**config.mk**
```make
export PLATFORM = sky130hd
export DESIGN_NAME = morse_tx_engine
export DESIGN_NICKNAME = d
export VERILOG_FILES = /design/src/rtl/morse_tx_engine_pkg.sv /design/src/rtl/morse_tx_engine_unit_timer.sv /design/src/rtl/morse_tx_engine.sv
export SDC_FILE = /design/constraint.sdc
export NUM_CORES = 1
export LEC_CHECK = 0
export ABC_AREA = 1
export CAP_MARGIN = 20
export CORE_AREA = 2 2 115 117
export DETAILED_ROUTE_END_ITERATION = 8
export DIE_AREA = 0 0 117 119
export HOLD_SLACK_MARGIN = 0.02
export PLACE_DENSITY_LB_ADDON = 0.12
export SLEW_MARGIN = 20
export SYNTH_ARGS = -nofsm -noshare
export SYNTH_HDL_FRONTEND = slang
export SYNTH_SLANG_ARGS = --single-unit
```
**constraint.sdc**
```tcl
create_clock -name CLOCK_50 -period 2 [get_ports CLOCK_50]
set_clock_uncertainty 0.1 [all_clocks]
set_input_delay 0.4 -clock CLOCK_50 [delete_from_list [all_inputs] [get_ports CLOCK_50]]
set_output_delay 0.4 -clock CLOCK_50 [all_outputs]
set_load 0.01 [all_outputs]
```
**src/rtl/morse_tx_engine_pkg.sv**
```systemverilog
// Shared types and constants for the Morse keyer: FSM states, default timing,
// and the A..Z letter table used by letter sources feeding the engine.
package morse_tx_engine_pkg;

    typedef enum logic [2:0] {
        StIdle,
        StMark,
        StEspace,
        StLgap,
        StWgap
    } state_e;

    localparam int unsigned DefUnitCycles     = 25_000_000;
    localparam int unsigned DefMaxLen         = 8;
    localparam int unsigned DefDashUnits      = 3;
    localparam int unsigned DefLetterGapUnits = 3;
    localparam int unsigned DefWordGapUnits   = 7;

    // code bit[len-1] is sent first; 1 = dash, 0 = dot
    typedef struct packed {
        logic [3:0] code;
        logic [2:0] len;
    } letter_t;

    localparam letter_t LetterTable [26] = '{
        '{4'b0001, 3'd2}, '{4'b1000, 3'd4}, '{4'b1010, 3'd4}, '{4'b0100, 3'd3},
        '{4'b0000, 3'd1}, '{4'b0010, 3'd4}, '{4'b0110, 3'd3}, '{4'b0000, 3'd4},
        '{4'b0000, 3'd2}, '{4'b0111, 3'd4}, '{4'b0101, 3'd3}, '{4'b0100, 3'd4},
        '{4'b0011, 3'd2}, '{4'b0010, 3'd2}, '{4'b0111, 3'd3}, '{4'b0110, 3'd4},
        '{4'b1101, 3'd4}, '{4'b0010, 3'd3}, '{4'b0000, 3'd3}, '{4'b0001, 3'd1},
        '{4'b0001, 3'd3}, '{4'b0001, 3'd4}, '{4'b0011, 3'd3}, '{4'b1001, 3'd4},
        '{4'b1011, 3'd4}, '{4'b1100, 3'd4}
    };

endpackage

```
**src/rtl/morse_tx_engine_unit_timer.sv**
```systemverilog
// Unit prescaler: counts UNIT_CYCLES clocks and emits a 1-cycle tick at the end
// of each unit. A synchronous restart aligns the next unit to the following edge.
module morse_tx_engine_unit_timer #(
    parameter int unsigned UNIT_CYCLES = 4
) (
    input  logic clk_i,
    input  logic rst_i,
    input  logic restart_i,
    output logic unit_tick_o
);

    localparam int unsigned CntW = $clog2(UNIT_CYCLES);
    localparam logic [CntW-1:0] CntLast = CntW'(UNIT_CYCLES - 1);

    logic [CntW-1:0] cnt_q, cnt_d;

    // Next count: wrap at the last cycle of a unit, clear on restart.
    always_comb begin
        cnt_d = cnt_q + 1'b1;
        if (restart_i || (cnt_q == CntLast)) begin
            cnt_d = '0;
        end
    end

    // Counter register.
    always_ff @(posedge clk_i or posedge rst_i) begin
        if (rst_i) begin
            cnt_q <= '0;
        end else begin
            cnt_q <= cnt_d;
        end
    end

    assign unit_tick_o = !restart_i && (cnt_q == CntLast);

endmodule

```
**src/rtl/morse_tx_engine.sv**
```systemverilog
// Morse keyer: takes one letter per valid/ready handshake and keys morse_out
// with dot/dash/gap timing counted in units of UNIT_CYCLES clocks.
module morse_tx_engine
    import morse_tx_engine_pkg::*;
#(
    parameter int unsigned UNIT_CYCLES      = DefUnitCycles,
    parameter int unsigned MAX_LEN          = DefMaxLen,
    parameter int unsigned DASH_UNITS       = DefDashUnits,
    parameter int unsigned LETTER_GAP_UNITS = DefLetterGapUnits,
    parameter int unsigned WORD_GAP_UNITS   = DefWordGapUnits
) (
    input  logic                             CLOCK_50,
    input  logic                             reset,
    input  logic                             in_valid,
    output logic                             in_ready,
    input  logic [MAX_LEN-1:0]               in_code,
    input  logic [$clog2(MAX_LEN+1)-1:0]     in_len,
    input  logic                             abort,
    output logic                             morse_out,
    output logic                             busy,
    output logic                             done
);

    localparam int unsigned LenW     = $clog2(MAX_LEN + 1);
    localparam int unsigned IdxW     = $clog2(MAX_LEN);
    localparam int unsigned MaxGap   = (LETTER_GAP_UNITS > WORD_GAP_UNITS) ?
                                       LETTER_GAP_UNITS : WORD_GAP_UNITS;
    localparam int unsigned MaxUnits = (DASH_UNITS > MaxGap) ? DASH_UNITS : MaxGap;
    localparam int unsigned UnitsW   = $clog2(MaxUnits + 1);

    localparam logic [LenW-1:0]   MaxLenL    = LenW'(MAX_LEN);
    localparam logic [UnitsW-1:0] OneL       = UnitsW'(1);
    localparam logic [UnitsW-1:0] DashL      = UnitsW'(DASH_UNITS);
    localparam logic [UnitsW-1:0] LetterGapL = UnitsW'(LETTER_GAP_UNITS);
    localparam logic [UnitsW-1:0] WordGapL   = UnitsW'(WORD_GAP_UNITS);

    state_e              state_q, state_d;
    logic [MAX_LEN-1:0]  code_q, code_d;
    logic [IdxW-1:0]     idx_q, idx_d;
    logic [UnitsW-1:0]   units_q, units_d;
    logic                morse_out_q, morse_out_d;
    logic                done_q, done_d;

    logic [LenW-1:0]     len_clamped;
    logic [LenW-1:0]     len_m1;
    logic                unit_tick;

    assign in_ready  = (state_q == StIdle);
    assign busy      = !in_ready;
    assign morse_out = morse_out_q;
    assign done      = done_q;

    // Held in restart while idle so the first unit after accept is a full unit.
    morse_tx_engine_unit_timer #(
        .UNIT_CYCLES (UNIT_CYCLES)
    ) u_unit_timer (
        .clk_i       (CLOCK_50),
        .rst_i       (reset),
        .restart_i   (in_ready || abort),
        .unit_tick_o (unit_tick)
    );

    // Next-state: accept, element sequencing and unit countdown; abort wins.
    always_comb begin
        state_d     = state_q;
        code_d      = code_q;
        idx_d       = idx_q;
        units_d     = units_q;
        morse_out_d = morse_out_q;
        done_d      = 1'b0;
        len_clamped = (in_len > MaxLenL) ? MaxLenL : in_len;
        len_m1      = len_clamped - LenW'(1);

        if (abort) begin
            if (state_q != StIdle) begin
                state_d     = StIdle;
                morse_out_d = 1'b0;
            end
        end else begin
            unique case (state_q)
                StIdle: begin
                    if (in_valid) begin
                        code_d = in_code;
                        if (len_clamped == '0) begin
                            state_d = StWgap;
                            units_d = WordGapL;
                        end else begin
                            state_d     = StMark;
                            idx_d       = len_m1[IdxW-1:0];
                            units_d     = in_code[len_m1[IdxW-1:0]] ? DashL : OneL;
                            morse_out_d = 1'b1;
                        end
                    end
                end
                StMark: begin
                    if (unit_tick) begin
                        if (units_q == OneL) begin
                            morse_out_d = 1'b0;
                            if (idx_q == '0) begin
                                state_d = StLgap;
                                units_d = LetterGapL;
                            end else begin
                                state_d = StEspace;
                                units_d = OneL;
                                idx_d   = idx_q - 1'b1;
                            end
                        end else begin
                            units_d = units_q - OneL;
                        end
                    end
                end
                // Intra-letter gap is always exactly one unit.
                StEspace: begin
                    if (unit_tick) begin
                        state_d     = StMark;
                        units_d     = code_q[idx_q] ? DashL : OneL;
                        morse_out_d = 1'b1;
                    end
                end
                StLgap, StWgap: begin
                    if (unit_tick) begin
                        if (units_q == OneL) begin
                            state_d = StIdle;
                            done_d  = 1'b1;
                        end else begin
                            units_d = units_q - OneL;
                        end
                    end
                end
                default: state_d = StIdle;
            endcase
        end
    end

    // State and registered outputs.
    always_ff @(posedge CLOCK_50 or posedge reset) begin
        if (reset) begin
            state_q     <= StIdle;
            code_q      <= '0;
            idx_q       <= '0;
            units_q     <= '0;
            morse_out_q <= 1'b0;
            done_q      <= 1'b0;
        end else begin
            state_q     <= state_d;
            code_q      <= code_d;
            idx_q       <= idx_d;
            units_q     <= units_d;
            morse_out_q <= morse_out_d;
            done_q      <= done_d;
        end
    end

endmodule

```
# Word-level counts from Yosys, hierarchy flattened
# Cells that the tools add are included.
# Widths: inputs -> output; s select.
totals:
  inputBits: 16
  output_inout_bits: 4
  wordCells: 101
  reg_bits: 44
classes:
  n_reduce_logical: 18
  bitwise: 1
  muxes: 46
  eq_ne: 22
  magnitude_cmp: 3
  n_addsub: 4
ops:
  columns: ["cell", "count"]
  rows:
  - ["$mux 3", 21]
  - ["$reduce_and 7->1", 4]
  - ["$add 25x1->25 const B", 1]
  - ["$eq 25x25->1 const B", 1]
  - ["$mux 25", 1]
  - ["$pmux 3 s4", 2]
  - ["$mux 1", 14]
  - ["$ne 3x2->1 const B", 4]
  - ["$ne 2x2->1 const B", 5]
  - ["$ne 3x3->1 const B", 3]
  - ["$sub 3x1->3 const B", 3]
  - ["$lt 3x4->1 const B", 2]
  - ["$ne 2x1->1 const B", 4]
  - ["$reduce_bool 4->1", 2]
  - ["$bmux 1 s3", 2]
  - ["$eq 3x1->1 const B", 2]
  - ["$eq 3x2->1 const B", 2]
  - ["$logic_not 3->1", 2]
  - ["$mux 2", 3]
  - ["$pmux 3 s2", 1]
  - ["$gt 4x4->1 const B", 1]
  - ["$logic_not 4->1", 1]
  - ["$mux 4", 1]
  - ["$eq 3x3->1 const B", 1]
  - ["9 further kinds", 11]

# Logic depth before layout (Yosys ltp)
# Gate-level depths: netlist (run 1).
depth:
  ltp_word: 9
  depth_mapped: 13
  depth_no_buf: 13

# Modules after synthesis
# From an unflattened synthesis (run 1), not the netlist that was laid out.
unflattened:
  cells_unflattened: 416
  hier_area_um2: 2915.3
modules_own_cells:
  columns: ["mod", "n_inst", "area_each_um2", "seq_area_each_um2", "cells_per_inst"]
  rows:
  - ["morse_tx_engine_unit_timer", 1, 1522.7, 625.6, 215]
  - ["morse_tx_engine", 1, 1392.6, 475.5, 201]

# Worst setup path before layout (run 1)
# No wires, ideal clock.
synth_timing:
  kind: "input to register"
  startpoint: "input in_len[3]"
  endpoint: "register units_q[1]"
  arrival_ns: 1.482
  setup_slack_ns: 0.300
  required_ns: 1.783
  setup_ns: 0.117
  n_path_buf: 0
  stages: 11
  cell_sequence: "clkinv_1 -> o21ai_0 -> ha_1 -> inv_1 -> nand3_1 -> nand3_1 -> nand3_1 -> nand2_1 -> nand2_1 -> nand3_1 -> nand2_1"
synth_between:
  elab_chain_len: 9
  word_cells_on_any_way: 10
  cone_classes: "add/sub (1); order compare (1); mux (7); reduce/logical (1)"
synth_rtl:
  columns: ["item", "line", "rtl"]
  rows:
  - ["start, declared", "morse_tx_engine.sv:17", "input logic [$clog2(MAX_LEN+1)-1:0] in_len,"]
  - ["$gt 4x4->1", "morse_tx_engine.sv:71", "len_clamped = (in_len > MaxLenL) ? MaxLenL : in_len;"]
  - ["$mux 4 *", "morse_tx_engine.sv:71", null]
  - ["$sub 3x1->3", "morse_tx_engine.sv:72", "len_m1 = len_clamped - LenW'(1);"]
  - ["$bmux 1 s3", "morse_tx_engine.sv:90", "units_d = in_code[len_m1[IdxW-1:0]] ? DashL : OneL;"]
  - ["$mux 1 (not written as such)", "morse_tx_engine.sv:90", null]
  - ["$mux 2", "morse_tx_engine.sv:90", null]
  - ["$mux 3 *", "morse_tx_engine.sv:84", "if (len_clamped == '0) begin"]
  - ["$mux 3 *", "morse_tx_engine.sv:82", "if (in_valid) begin"]
  - ["$pmux 3 s4 *", "morse_tx_engine.sv:80", "unique case (state_q)"]
  - ["end signal, assigned", "morse_tx_engine.sv:148", "units_q <= units_d;"]
  - ["end, declared", "morse_tx_engine.sv:40", "logic [UnitsW-1:0] units_q, units_d;"]
# Mark *: on every way between the ends. The rest lies on a longest branch, timed or not. The select of a mux whose other input is x is not followed.
# A chain may end at the register's enable or synchronous reset.

# Worst setup path after layout (run 1)
layout_timing:
  startpoint: "register state_q[1]"
  endpoint: "output busy"
layout_between:
  elab_chain_len: 2
layout_rtl:
  columns: ["item", "line", "rtl"]
  rows:
  - ["start, declared", "morse_tx_engine.sv:37", "state_e state_q, state_d;"]
  - ["start signal, assigned", "morse_tx_engine.sv:138", "state_q <= StIdle;"]
  - ["start signal, assigned", "morse_tx_engine.sv:145", "state_q <= state_d;"]
  - ["$logic_not 3->1", "morse_tx_engine.sv:48", "assign in_ready = (state_q == StIdle);"]
  - ["$logic_not 1->1", "morse_tx_engine.sv:49", "assign busy = !in_ready;"]
  - ["end, declared", "morse_tx_engine.sv:20", "output logic busy,"]
# Every way passes these cells.

==> results of run 1 <==
worst min path at each step:
stage	start	to	slack [ns]	cells past startpoint
2_1_floorplan	units_q[1]	units_q[1]	0.35	2
3_5_place_dp	units_q[1]	units_q[1]	0.38	2
6_report	reset	code_q[7]	0.34	3
4_1_cts	reset	code_q[7]	0.37	3
5_1_grt	reset	code_q[2]	0.40	3
3_3_place_gp	units_q[1]	units_q[1]	0.38	2
layout make-up:
cell class	count	area [sq um]	share of cell area, %
clock buffers	7	133	3.48
clock inverters	1	8.76	0.230
inverters	56	213	5.58
multi-input cells	308	1670	43.7
flip-flops and latches	44	1100	28.9
well taps	176	220	5.78
repair buffers	50	467	12.2
tightest hold or removal path, stage by stage:
cell and delay [ns]:
clkdlybuf4s50_1 0.41, inv_2 0.07, buf_12 0.23
synthesized netlist by cell type (2+ instances only):
master    instances
o21ai_1           2
nor3_1           13
nand3_1          28
a21oi_1          13
o21a_1            2
o21ai_2           3
nand2_1         101
a21oi_2           2
nand2_2           5
inv_1            52
nor2_4            2
nand3b_1          4
inv_2             2
nand4_1          14
nor3b_1           3
dfrtp_1          44
nor2_1           55
nand3_2           4
xnor2_1           2
xor2_1           10
buf_2             3
o21ai_0          18
nor2_2            5
ha_1              6
nor3_2            4
layer usage:
layer,part of all wire (%),up-vias,track usage [%]
li1,-,1431,-
met2,49,27,21.2
met4,1.3,0,3.75
met1,47,1260,15.7
met5,0,-,0
met3,2.3,7,2.49
cell families (layout without fill, tap and decap cells):
family	after synthesis	count (layout)	synth area share, %
DFF	44	44	36.9
xor gates and xnor gates	12	12	3.52
buffers and inverters	61	114	8.25
and+or+nand+nor	246	246	40.4
AOI/OAI and AO/OA	44	44	8.46
adders and majority gates	6	6	2.51
flip-flops by register name, indices dropped and copies added (netlist names):
| signal | cells |
|---|---|
| u_unit_timer.cnt_q | 25 |
| code_q | 8 |
| idx_q | 3 |
| state_q | 3 |
| units_q | 3 |
| done | 1 |
| morse_out | 1 |
repair_timing:
item                       in CTS  in global routing
hold buffers                    0                  0
gates resized for setup         2                 12
setup endpoints to repair       2                 10
pin swaps                       2                  3
setup buffers                   3                  2
report_power, final:
group	internal (mW)	switching, mW
clock network	0.467	0.375
logic	0.781	1.10
registers	1.07	0.114
metrics by stage:
step	cell area [sq um]	setup TNS (ns)	util (%)	cells
6_report	3810	0	29.6	642
3_5_place_dp	3600	-1.88	27.9	629
2_1_floorplan	2990	0	-	413
3_3_place_gp	3600	-1.58	27.9	629
5_1_grt	3810	-0.0137	29.6	642
4_1_cts	3760	0	29.2	640
==> impl_metrics.tcl, run 1 <==
set metrics [dict create \
    outcome "completed" \
    period_needed_ns 1.94 \
    crit_chain "inv_2 -> nand2_4 -> clkdlybuf4s50_1" \
    port_buffers 19 \
    fin_hold_ws_ns 0.343 \
    remaining_drc_errors 0 \
    fmax_mhz 514 \
    routedWlPerCell_um 12.5 \
    startpoint_type "flop" \
    worstSetupEndpoint "busy" \
    die_x_um 117 \
    synth.top_cell.area_share_pct 36.9 \
    r2r_slack_ns 0.16 \
    synthFlopType "dfrtp_1" \
    synth_area_sq_um 2990 \
    layout_common_cells "nand2_1, nor2_1, inv_1, dfrtp_1" \
    grt_use_total_pct 12.5 \
    dieArea_sq_um 13900 \
    fin_crit_sh_pct 97.2 \
    drt_iter0_markers 133 \
    core_sq_um 12900 \
    relSlewSlack_pct 75.0 \
    reg2reg_to "state_q[2]" \
    finalWorstSetupSlack_ns 0.0551 \
    insertion_delay_ns 0.30 \
    totalWireLength_um 8010 \
    hpwl_um 6310 \
    cts.sinks 44 \
    via_per_inst 4.24 \
    yosys-top-cells-area "dfrtp_1, nand2_1, nor2_1" \
    nets 487 \
    rsz0062_at_grt "true" \
    crit_cells 3 \
    cp-startpoint "state_q[1]" \
    grt_pass1_wl_um 13600 \
    crit_type "reg -> out" \
    grt_max_degree 45 \
    grt_pass1_vias 2712 \
    crit_buf_inv 2 \
    crit_path_max_incr_delay_ns 0.55 \
    clock_path_buffers 2 \
    synth_edf_count 0 \
    row_count 42 \
    setup_violations 0 \
    root_buffer "clkbuf_16" \
    detail-route-antenna-nets 0 \
    final_common_cell "nand2_1" \
    gp_congestion 0.819 \
    slowest_stage "clkdlybuf4s50_1" \
    pin_count 20 \
    place_ws_ns -0.295 \
    synth_top_cell_by_area "dfrtp_1" \
    ys_ff_latch 44 \
    cts_tree "built" \
    synth_warnings 0 \
    hold_class "in -> async" \
    syn_inst 413 \
    numCtsBuffers 5 \
    cp_top_family "buffers and inverters" \
    crit_fanout 6 \
    yosysSeqAreaShare_pct 36.9 \
    htree_levels 2 \
    p_per_area_nw_per_um2 1030 \
    start_util_pct 23.2 \
    required_ns 1.50 \
    nFillCells 1425 \
    syn_area_per_cell_sq_um 7.23 \
    antenna_found_initial 0 \
    syn_to_final_growth_pct 27.5 \
    end_kind "output pin" \
    static-leakage-power_nw 1.65 \
    hold_viol 0 \
    chipHeight_um 119 \
    cp.arrival_ns 1.44 \
    synth_nets 435 \
    ir_drop_mv 0.427 \
    power_mw 3.91 \
    vias 2725 \
    r2r_start "u_unit_timer.cnt_q[0]" \
    maxCapViolations 0 \
    layout-drive-gt1-share_pct 17.2 \
    clkTransAtPathRegs_ns 0.06 \
    finalMaxSlewViolations 0 \
    r2r_cells 10 \
    ys_async_sr_fraction_pct 100 \
    drtPass1Iterations 4 \
    antenna_cells 0 \
    gr-total-overflow 0 \
    tightest_slew_ns 0.373 \
    synth.distinct_cells 41 \
]
(Power assumes the default switching activity.)
==> inputs of run 2 (changes only) <==
--- a/config.mk
+++ b/config.mk
@@ -7,11 +7,12 @@
 export LEC_CHECK = 0
 export ABC_AREA = 1
 export CAP_MARGIN = 20
-export CORE_AREA = 2 2 115 117
+export CORE_AREA = 2 2 103 105
 export DETAILED_ROUTE_END_ITERATION = 8
-export DIE_AREA = 0 0 117 119
+export DIE_AREA = 0 0 105 107
 export HOLD_SLACK_MARGIN = 0.02
 export PLACE_DENSITY_LB_ADDON = 0.12
+export SETUP_SLACK_MARGIN = 0.05
 export SLEW_MARGIN = 20
 export SYNTH_ARGS = -nofsm -noshare
 export SYNTH_HDL_FRONTEND = slang
==> impl_metrics.tcl, run 2 (synthesis results as in run 1) <==
set metrics [dict create \
    outcome "completed" \
    chipHeight_um 107 \
    top_regs "u_unit_timer.cnt_q (25), code_q (8)" \
    period_needed_ns 1.85 \
    finalMaxSlewViolations 0 \
    die_x_um 105 \
    worstSetupEndpoint "units_q[1]" \
    multi_input_area_sq_um 1700 \
    antenna_cells 0 \
    startpoint_type "primary input" \
    totalWireLength_um 7840 \
    htree_levels 2 \
    cts_hold_buf 0 \
    reg2reg_to "u_unit_timer.cnt_q[24]" \
    setup_violations 0 \
    drtPass1Iterations 4 \
    grt_pass1_vias 2721 \
    relSlewSlack_pct 75.0 \
    crit_type "in -> reg" \
    static-leakage-power_nw 1.61 \
    required_ns 2.09 \
    tightest_slew_ns 0.374 \
    gp_congestion 0.870 \
    cp.arrival_ns 1.95 \
    remaining_drc_errors 0 \
    core_sq_um 10100 \
    drt_iter0_markers 78 \
    end_kind "flop" \
    numCtsBuffers 5 \
    gr-total-overflow 0 \
    crit_fanout 4 \
    ir_drop_mv 0.525 \
    final_common_cell "nand2_1" \
    rsz0062_at_grt "false" \
    p_per_area_nw_per_um2 968 \
    dieArea_sq_um 11200 \
    hpwl_um 6010 \
    clock_path_buffers 2 \
    hold_class "in -> async" \
    cp-startpoint "in_len[3]" \
    layout-drive-gt1-share_pct 17.6 \
    largest_reg_flops 25 \
    routedWlPerCell_um 13.1 \
    fmax_mhz 539 \
    tns_ns 0 \
    r2r_slack_ns 0.18 \
    largest_register "u_unit_timer.cnt_q" \
    cts_tree "built" \
    row_count 37 \
    port_buffers 19 \
    start_util_pct 29.6 \
    nFillCells 1146 \
    clkTransAtPathRegs_ns 0.08 \
    seq_area_sq_um 1100 \
    antenna_found_initial 0 \
    maxCapViolations 0 \
    pin_count 20 \
    syn_to_final_growth_pct 24.0 \
    grt_max_degree 31 \
    detail-route-antenna-nets 0 \
    grt_pass1_wl_um 12800 \
    fin_hold_ws_ns 0.303 \
    insertion_delay_ns 0.30 \
    nets 483 \
    root_buffer "clkbuf_8" \
    hold_viol 0 \
    cts.sinks 44 \
    r2r_start "u_unit_timer.cnt_q[0]" \
    layout_common_cells "nand2_1, nor2_1, inv_1, dfrtp_1, nand3_1" \
    r2r_cells 8 \
    grt_use_total_pct 14.4 \
    fin_crit_sh_pct 92.7 \
    vias 2797 \
    via_per_inst 4.69 \
]
run 2: per-layer routing:
metal	track usage (%)	routed length, um	vias up
met3	2.67	183	10
met5	0	0	-
met2	27.0	4030	40
met1	16.6	3490	1317
li1	-	-	1430
met4	4.00	131	0
run 2: worst min-delay path by stage:
stage	to	slack, ns	cells after the start
floorplan	units_q[1]	0.35	2
global placement	units_q[1]	0.38	2
detailed placement	units_q[1]	0.38	2
CTS	idx_q[2]	0.31	2
global route	idx_q[2]	0.33	2
finish	code_q[1]	0.30	2
run 2: final cells by class:
class	instances	share of cell area (%)
clock inverter	1	0.135
tap	136	4.59
clock buffer	6	1.96
sequential	44	29.8
inverter	56	5.74
multi-input combinational	308	46.0
timing repair buffer	46	11.8
run 2: report_power, final:
group,internal (mW),switching [mW]
Combinational,0.743,1.09
Sequential,1.07,0.124
Clock,0.238,0.313
Total,2.05,1.53
run 2: what timing repair did:
action / in CTS / in global routing
hold endpoints to repair: 0 / 0
setup endpoints to repair: 8 / 27
resized for setup: 7 / 16
pin swaps: 1 / 3
buffers inserted: 1 / 2
run 2: critical path, cell delays in order:
cell             delay (ns)
clkdlybuf4s50_1        0.49
inv_2                  0.07
o21ai_4                0.19
ha_4                   0.24
inv_1                  0.09
nand3_1                0.09
nand3_1                0.08
nand3_1                0.06
nand2_1                0.06
nand2_1                0.05
nand3_1                0.07
nand2_1                0.05
run 2: per-stage QoR:
stage	total power [mW]	setup WS (ns)	cells	util [%]	area (sq um)
floorplan	2.41	0.300	413	-	2990
global placement	3.02	-0.231	587	35.0	3530
detailed placement	3.01	-0.319	587	35.0	3530
CTS	3.58	0.0641	595	35.9	3620
global route	3.90	0.0255	597	36.7	3700
finish	3.58	0.145	597	36.7	3700
